File: config.mk
export PLATFORM = sky130hd
export DESIGN_NAME = deserializer_fsm
export DESIGN_NICKNAME = d
export VERILOG_FILES = /design/src/rtl/serdes_pkg.sv /design/src/rtl/sipo_shift_reg.sv /design/src/rtl/deserializer_fsm.sv
export SDC_FILE = /design/constraint.sdc
export NUM_CORES = 1
export LEC_CHECK = 0
export BUFFER_PORTS_ARGS = -buffer_cell sky130_fd_sc_hd__buf_2
export CAP_MARGIN = 20
export CORE_MARGIN = 3
export CORE_UTILIZATION = 54
export DETAILED_ROUTE_END_ITERATION = 7
export PLACE_DENSITY = 0.82
export SETUP_SLACK_MARGIN = 0.5
export SYNTH_ARGS = -nofsm -noshare
export SYNTH_HDL_FRONTEND = slang
export SYNTH_SLANG_ARGS = --single-unit
export TNS_END_PERCENT = 1
File: constraint.sdc
create_clock -name i_clk -period 4.05 [get_ports i_clk]
set_input_delay 0.81 -clock i_clk [delete_from_list [all_inputs] [get_ports i_clk]]
set_output_delay 0.81 -clock i_clk [all_outputs]
set_load 0.1 [all_outputs]
File: src/rtl/serdes_pkg.sv
// Shared types and helpers for the serial link blocks (serializer / deserializer).
package serdes_pkg;

  typedef enum logic {
    S_SHIFT = 1'b0,
    S_FULL  = 1'b1
  } state_t;

  // Width of a counter that indexes bit positions 0..len-1 (at least one bit).
  function automatic int cnt_width(input int len);
    return (len <= 2) ? 1 : $clog2(len);
  endfunction

endpackage

File: src/rtl/sipo_shift_reg.sv
// Serial-in parallel-out shift register. next_o shows the value the register
// takes on a shift, so the owner can capture a word that completes this edge.
module sipo_shift_reg #(
  parameter int LENGTH    = 24,
  parameter bit MSB_FIRST = 1'b0
) (
  input  logic              clk_i,
  input  logic              rst_ni,
  input  logic              shift_i,
  input  logic              din_i,
  output logic [LENGTH-1:0] word_o,
  output logic [LENGTH-1:0] next_o
);

  logic [LENGTH-1:0] sr_q;

  generate
    if (MSB_FIRST) begin : g_msb
      // First bit received ends up in the top position after LENGTH shifts.
      assign next_o = {sr_q[LENGTH-2:0], din_i};
    end else begin : g_lsb
      // First bit received ends up in bit 0 after LENGTH shifts.
      assign next_o = {din_i, sr_q[LENGTH-1:1]};
    end
  endgenerate

  // Shift storage; only moves when a bit is accepted.
  always_ff @(posedge clk_i or negedge rst_ni) begin
    if (!rst_ni) begin
      sr_q <= '0;
    end else if (shift_i) begin
      sr_q <= next_o;
    end
  end

  assign word_o = sr_q;

endmodule

File: src/rtl/deserializer_fsm.sv
// Serial-to-parallel receiver with one-word holding stage. The shift register
// doubles as the holding stage in S_FULL, so a second word can complete while
// the first is still waiting on the parallel output.
module deserializer_fsm
  import serdes_pkg::*;
#(
  parameter int LENGTH    = 24,
  parameter bit MSB_FIRST = 1'b0
) (
  input  logic              i_clk,
  input  logic              i_rst_n,
  input  logic              i_en,
  input  logic              i_din,
  input  logic              i_din_valid,
  output logic              o_ready,
  output logic [LENGTH-1:0] ov_dout,
  output logic              o_dout_valid,
  input  logic              i_ready
);

  localparam int CNT_W = cnt_width(LENGTH);
  localparam logic [CNT_W-1:0] CNT_LAST = CNT_W'(LENGTH - 1);

  state_t            state_q, state_d;
  logic [CNT_W-1:0]  cnt_q, cnt_d;
  logic [LENGTH-1:0] dout_q, dout_d;
  logic              dout_valid_q, dout_valid_d;

  logic              accept;
  logic              consume;
  logic              shift_en;
  logic [LENGTH-1:0] sr_word;
  logic [LENGTH-1:0] sr_next;

  sipo_shift_reg #(
    .LENGTH   (LENGTH),
    .MSB_FIRST(MSB_FIRST)
  ) u_sr (
    .clk_i  (i_clk),
    .rst_ni (i_rst_n),
    .shift_i(shift_en),
    .din_i  (i_din),
    .word_o (sr_word),
    .next_o (sr_next)
  );

  assign o_ready      = i_en && (state_q == S_SHIFT);
  assign accept       = i_din_valid && o_ready;
  assign consume      = dout_valid_q && i_ready;
  assign ov_dout      = dout_q;
  assign o_dout_valid = dout_valid_q;

  // State, bit counter and output register.
  always_ff @(posedge i_clk or negedge i_rst_n) begin
    if (!i_rst_n) begin
      state_q      <= S_SHIFT;
      cnt_q        <= '0;
      dout_q       <= '0;
      dout_valid_q <= 1'b0;
    end else begin
      state_q      <= state_d;
      cnt_q        <= cnt_d;
      dout_q       <= dout_d;
      dout_valid_q <= dout_valid_d;
    end
  end

  // Next-state: accept bits, hand completed words to the output or hold them.
  always_comb begin
    state_d      = state_q;
    cnt_d        = cnt_q;
    dout_d       = dout_q;
    dout_valid_d = dout_valid_q;
    shift_en     = 1'b0;

    // Consumption is never gated by i_en; a load below may re-assert valid.
    if (consume) begin
      dout_valid_d = 1'b0;
    end

    case (state_q)
      S_SHIFT: begin
        if (accept) begin
          shift_en = 1'b1;
          if (cnt_q == CNT_LAST) begin
            cnt_d = '0;
            if (!dout_valid_q || consume) begin
              dout_d       = sr_next;
              dout_valid_d = 1'b1;
            end else begin
              state_d = S_FULL;
            end
          end else begin
            cnt_d = cnt_q + CNT_W'(1);
          end
        end
      end
      S_FULL: begin
        if (consume) begin
          dout_d       = sr_word;
          dout_valid_d = 1'b1;
          cnt_d        = '0;
          state_d      = S_SHIFT;
        end
      end
      default: state_d = S_SHIFT;
    endcase
  end

endmodule

* Word level (Yosys, flattened, before mapping)
Cells that the tools add are included.
** Operators by class
- Add/subtract/negate cells :: 1
- Equality and inequality tests :: 5
- Multiplexer cells :: 22
- Bitwise operators :: 1
- Reductions and logical operators :: 7
** Operator list (count)
- 2-to-1 mux 24 bit :: 4
- case mux 24 bit (2 select lines) :: 1
- 2-to-1 mux 5 bit :: 3
- 2-to-1 mux 1 bit :: 11
- case mux 5 bit (2 select lines) :: 1
- inequality test 2 x 1 -> 1 bit, second input constant :: 3
- adder 5 x 1 -> 5 bit, second input constant :: 1
- == test 5 bit, second input constant :: 1
- case mux 1 bit (2 select lines) :: 2
- AND reduction 4 bit :: 1
- logical AND 1 bit :: 3
- inequality test 2 bit, second input constant :: 1
- AND reduction 2 bit :: 1
- zero test 1 bit :: 1
- logical OR 1 bit :: 1
- inverter 1 bit :: 1
** Word-level totals
- Bits in registers :: 55
- Output and inout port bits :: 26
- Logic and storage cells :: 41

* Longest topological paths before layout
- Word-level depth :: 6
- Mapped depth :: 6

* Modules after synthesis
A second synthesis with hierarchy kept.
** Second synthesis, totals
- Cells, all modules :: 197
- Area total of the unflattened synthesis :: 2667.6 sq um
** Modules (own cells, without submodules)
- deserializer_fsm :: instances 1, cells an instance 122, area each 1490.2 sq um, sequential area each 775.7 sq um
- sipo_shift_reg :: instances 1, cells an instance 75, area each 1177.4 sq um, sequential area each 600.6 sq um

* Worst setup path after synthesis
Ideal clock, no wire load.
- Path kind :: input port to output port
- From :: in i_en
- To :: out o_ready
- Arrival :: 2.144 ns
- Setup slack :: 1.096 ns
- Stages :: 1
- Path through :: nor2b_1
** Between the ends
- Cells in the longest elaborated chain, start to end :: 1
** Ends and longest elaborated chain
- start: declaration :: line deserializer_fsm.sv:12 : input logic i_en,
- logical AND 1 bit :: line deserializer_fsm.sv:47 : assign o_ready = i_en && (state_q == S_SHIFT);
- end: declaration :: line deserializer_fsm.sv:15 : output logic o_ready,
No other way between the ends.

* Worst setup path in the final report
- From :: in i_en
- To :: reg dout_q[6], in the netlist ov_dout[6]
** Between the ends
- Cells in the longest elaborated chain, start to end :: 4
** Ends and longest elaborated chain
- logical AND 1 bit :: line deserializer_fsm.sv:47
- logical AND 1 bit :: line deserializer_fsm.sv:48 : assign accept = i_din_valid && o_ready;
- inequality test 2 bit (no line)
- AND reduction 4 bit (no line)
- end signal: assignment :: line deserializer_fsm.sv:63 : dout_q <= dout_d;
- end: declaration :: line deserializer_fsm.sv:26 : logic [LENGTH-1:0] dout_q, dout_d;
No other way between the ends.
A chain may end at the register's enable or synchronous reset.

==> flow_metrics.env <==
export IMPL_status="finished, final reports clean"
export IMPL_cp_end_kind="flip-flop"
export IMPL_die_area_mm2=0.00524
export IMPL_grt_max_degree=37
export IMPL_postSynthAreaPerCell_um2=10.8
export IMPL_critPathKind="primary input to flip-flop"
export IMPL_routedWlPerCell_um=15.0
export IMPL_fin_ws_ns=1.60
export IMPL_htree_num_levels=2
export IMPL_syn_nets=228
export IMPL_place_congestion=0.786
export IMPL_hp_start="u_sr.word_o[0]"
export IMPL_tns_ns=0
export IMPL_grt_pass1_wl_um=7400
export IMPL_crit_path_start_kind="primary input"
export IMPL_maxCapViolCount=0
export IMPL_die_x_um=72.4
export IMPL_dpl_hpwl_um=2860
export IMPL_hp_class="flip-flop to flip-flop"
export IMPL_synthDistinctLibCells=30
export IMPL_insertion_delay_ns=0.30
export IMPL_cts_sinks=55
export IMPL_synth_area_mm2=0.00238
export IMPL_start_util_pct=57.9
export IMPL_synth_edf_count=0
export IMPL_num_rows=23
export IMPL_r2r_setup_slack_ns=1.62
export IMPL_first_global_vias=1580
export IMPL_period_minus_slack_ns=2.45
export IMPL_port_buffers=31
export IMPL_via_per_inst=5.66
export IMPL_cts_buffers=5
export IMPL_final_hold_violation_count=0
export IMPL_critical_path_arrival_ns=2.63
export IMPL_post_cts_buffers=0
export IMPL_drv_slew=0
export IMPL_grtUsageTotal_pct=18.0
export IMPL_fmax_mhz=408
export IMPL_cts_tree="done"
export IMPL_clk_pin_slew_ns=0.09
export IMPL_cts_root_buffer="clkbuf_8"
export IMPL_cts_buffer_depth=2
export IMPL_whs_endpoint="u_sr.word_o[0]"
export IMPL_syn_inst=221
export IMPL_yosysWarnings=0
export IMPL_drcViolationCount=0
export IMPL_insertedDiodeCount=0
export IMPL_drive_above_1_share_pct=28.0
export IMPL_ys_seq_elements=55
export IMPL_preCtsSetupSlack_ns=1.31
export IMPL_finalClockSkew_ns=0.0128
export IMPL_synth_seq_area_share_pct=57.8
export IMPL_hold_depth=2
export IMPL_die_h_um=72.4
export IMPL_whs_ns=0.484
export IMPL_reg2reg_from="state_q"
export IMPL_async_flop_share_pct=100
export IMPL_io_pins=32
export IMPL_postCtsHoldBufs=0
export IMPL_worstPathMaxFanout=33
export IMPL_drtIter0Drc=140
export IMPL_rsz0062_at_grt="no"
export IMPL_vias=1697
export IMPL_core_area_mm2=0.00412
export IMPL_period_share_pct=60.5
export IMPL_syn_to_final_growth_pct=11.6
export IMPL_max_slew_margin_rel_pct=45.0
export IMPL_cp_data_required_time_ns=4.23
export IMPL_setup_viol=0
export IMPL_final_net_count=256
export IMPL_worst_slew_pin_slew_ns=0.825
export IMPL_reg2reg_depth=3
export IMPL_ctsResizeCount=0
export IMPL_final_core_utilization_pct=64.6
export IMPL_reg2reg_to="ov_dout[6]"
export IMPL_grt_overflow_total=0
export IMPL_synthFlopType="dfrtp_1"
export IMPL_routed_wl_um=4490
export IMPL_antenna_found_initial=0
export IMPL_first_pass_iters=5
export IMPL_ant_nets=0
cell families (layout without fill, tap and decap cells):
kind of cell	count (synthesis)	after routing	synth area share (%)
multiplexers	1	1	0.473
adder cells (fa/ha/maj)	1	1	0.525
AO/OA/AOI/OAI	34	34	14.7
buffers and inverters	15	44	3.15
AND/OR/NAND/NOR	115	115	23.4
flip-flops	55	55	57.8
layout make-up:
class                      instances  area (um^2)
sequential                        55         1380
timing repair buffer              34          178
multi-input combinational        151          931
tap                               50         62.6
fill                             321         1460
inverter                           2         7.51
clock inverter                     1         7.51
clock buffer                       7         96.3
per-stage QoR:
step / cell area [um^2] / instances
global placement: 2550 / 292
floorplan: 2380 / 221
finish: 2660 / 300
CTS: 2660 / 300
detailed placement: 2550 / 292
global route: 2660 / 300
routing by layer:
metal	track usage, %	vias to the layer above	part of all wire [%]
li1	-	815	-
met1	24.7	824	47
met2	28.2	49	46
met3	3.46	9	4.5
met4	7.38	0	1.7
met5	0	-	0
state kept, by name (all words and copies together), names as in the netlist:
register / flops
ov_dout: 24
o_dout_valid: 1
cnt_q: 5
state_q: 1
u_sr.word_o: 24
cell usage after synthesis, types with 2 or more instances:
cell type  number  share of area [%]
a22o_1          2               0.74
inv_1           2               0.32
buf_6           2               0.95
clkbuf_1        7                1.1
dfrtp_1        55                 58
buf_2           3               0.63
nand3_1         5                1.1
o21ai_0         2               0.42
nand2_1        74                 12
or2_2          24                6.3
nor2b_1         3               0.79
o221a_1        24                 11
worst max path at each step:
stage / start / endpoint / cells after the start
2_1_floorplan: i_en / o_ready / 1
3_3_place_gp: i_en / ov_dout[11] / 4
3_5_place_dp: i_en / ov_dout[6] / 4
4_1_cts: i_en / ov_dout[6] / 4
5_1_grt: state_q / ov_dout[6] / 3
6_report: i_en / ov_dout[6] / 4
critical path, cell delays in order:
cell and delay [ns]:
buf_2 0.11, nand3b_4 0.30, or4_1 1.01, o221a_1 0.39
placed cells by master, fill, tap and decap left out:
cell        Yosys  final
nand2_1        74     74
o31a_1          1      1
a221oi_2        1      1
or2_2          24     24
a32o_1          1      1
nor2_1          1      1
nand3b_4        1      1
dfrtp_1        55     55
o221a_1        24     24
nor2b_1         3      3
inv_1           2      2
o21ai_0         2      2
clkinvlp_4      0      1
and2_1          1      1
clkbuf_8        0      7
o22ai_1         1      1
a21oi_1         1      1
mux2_2          1      1
nand2b_1        1      1
nand4b_2        1      1
or4_1           1      1
or4b_1          1      1
ha_1            1      1
and3b_1         1      1
buf_2           3     31
a22o_1          2      2
nand3_1         5      5
o211ai_1        1      1
or2b_1          1      1
buf_4           0      3
Power is not shown: default switching activity piles up to over one toggle a cycle in this logic, so the estimate is an artifact.
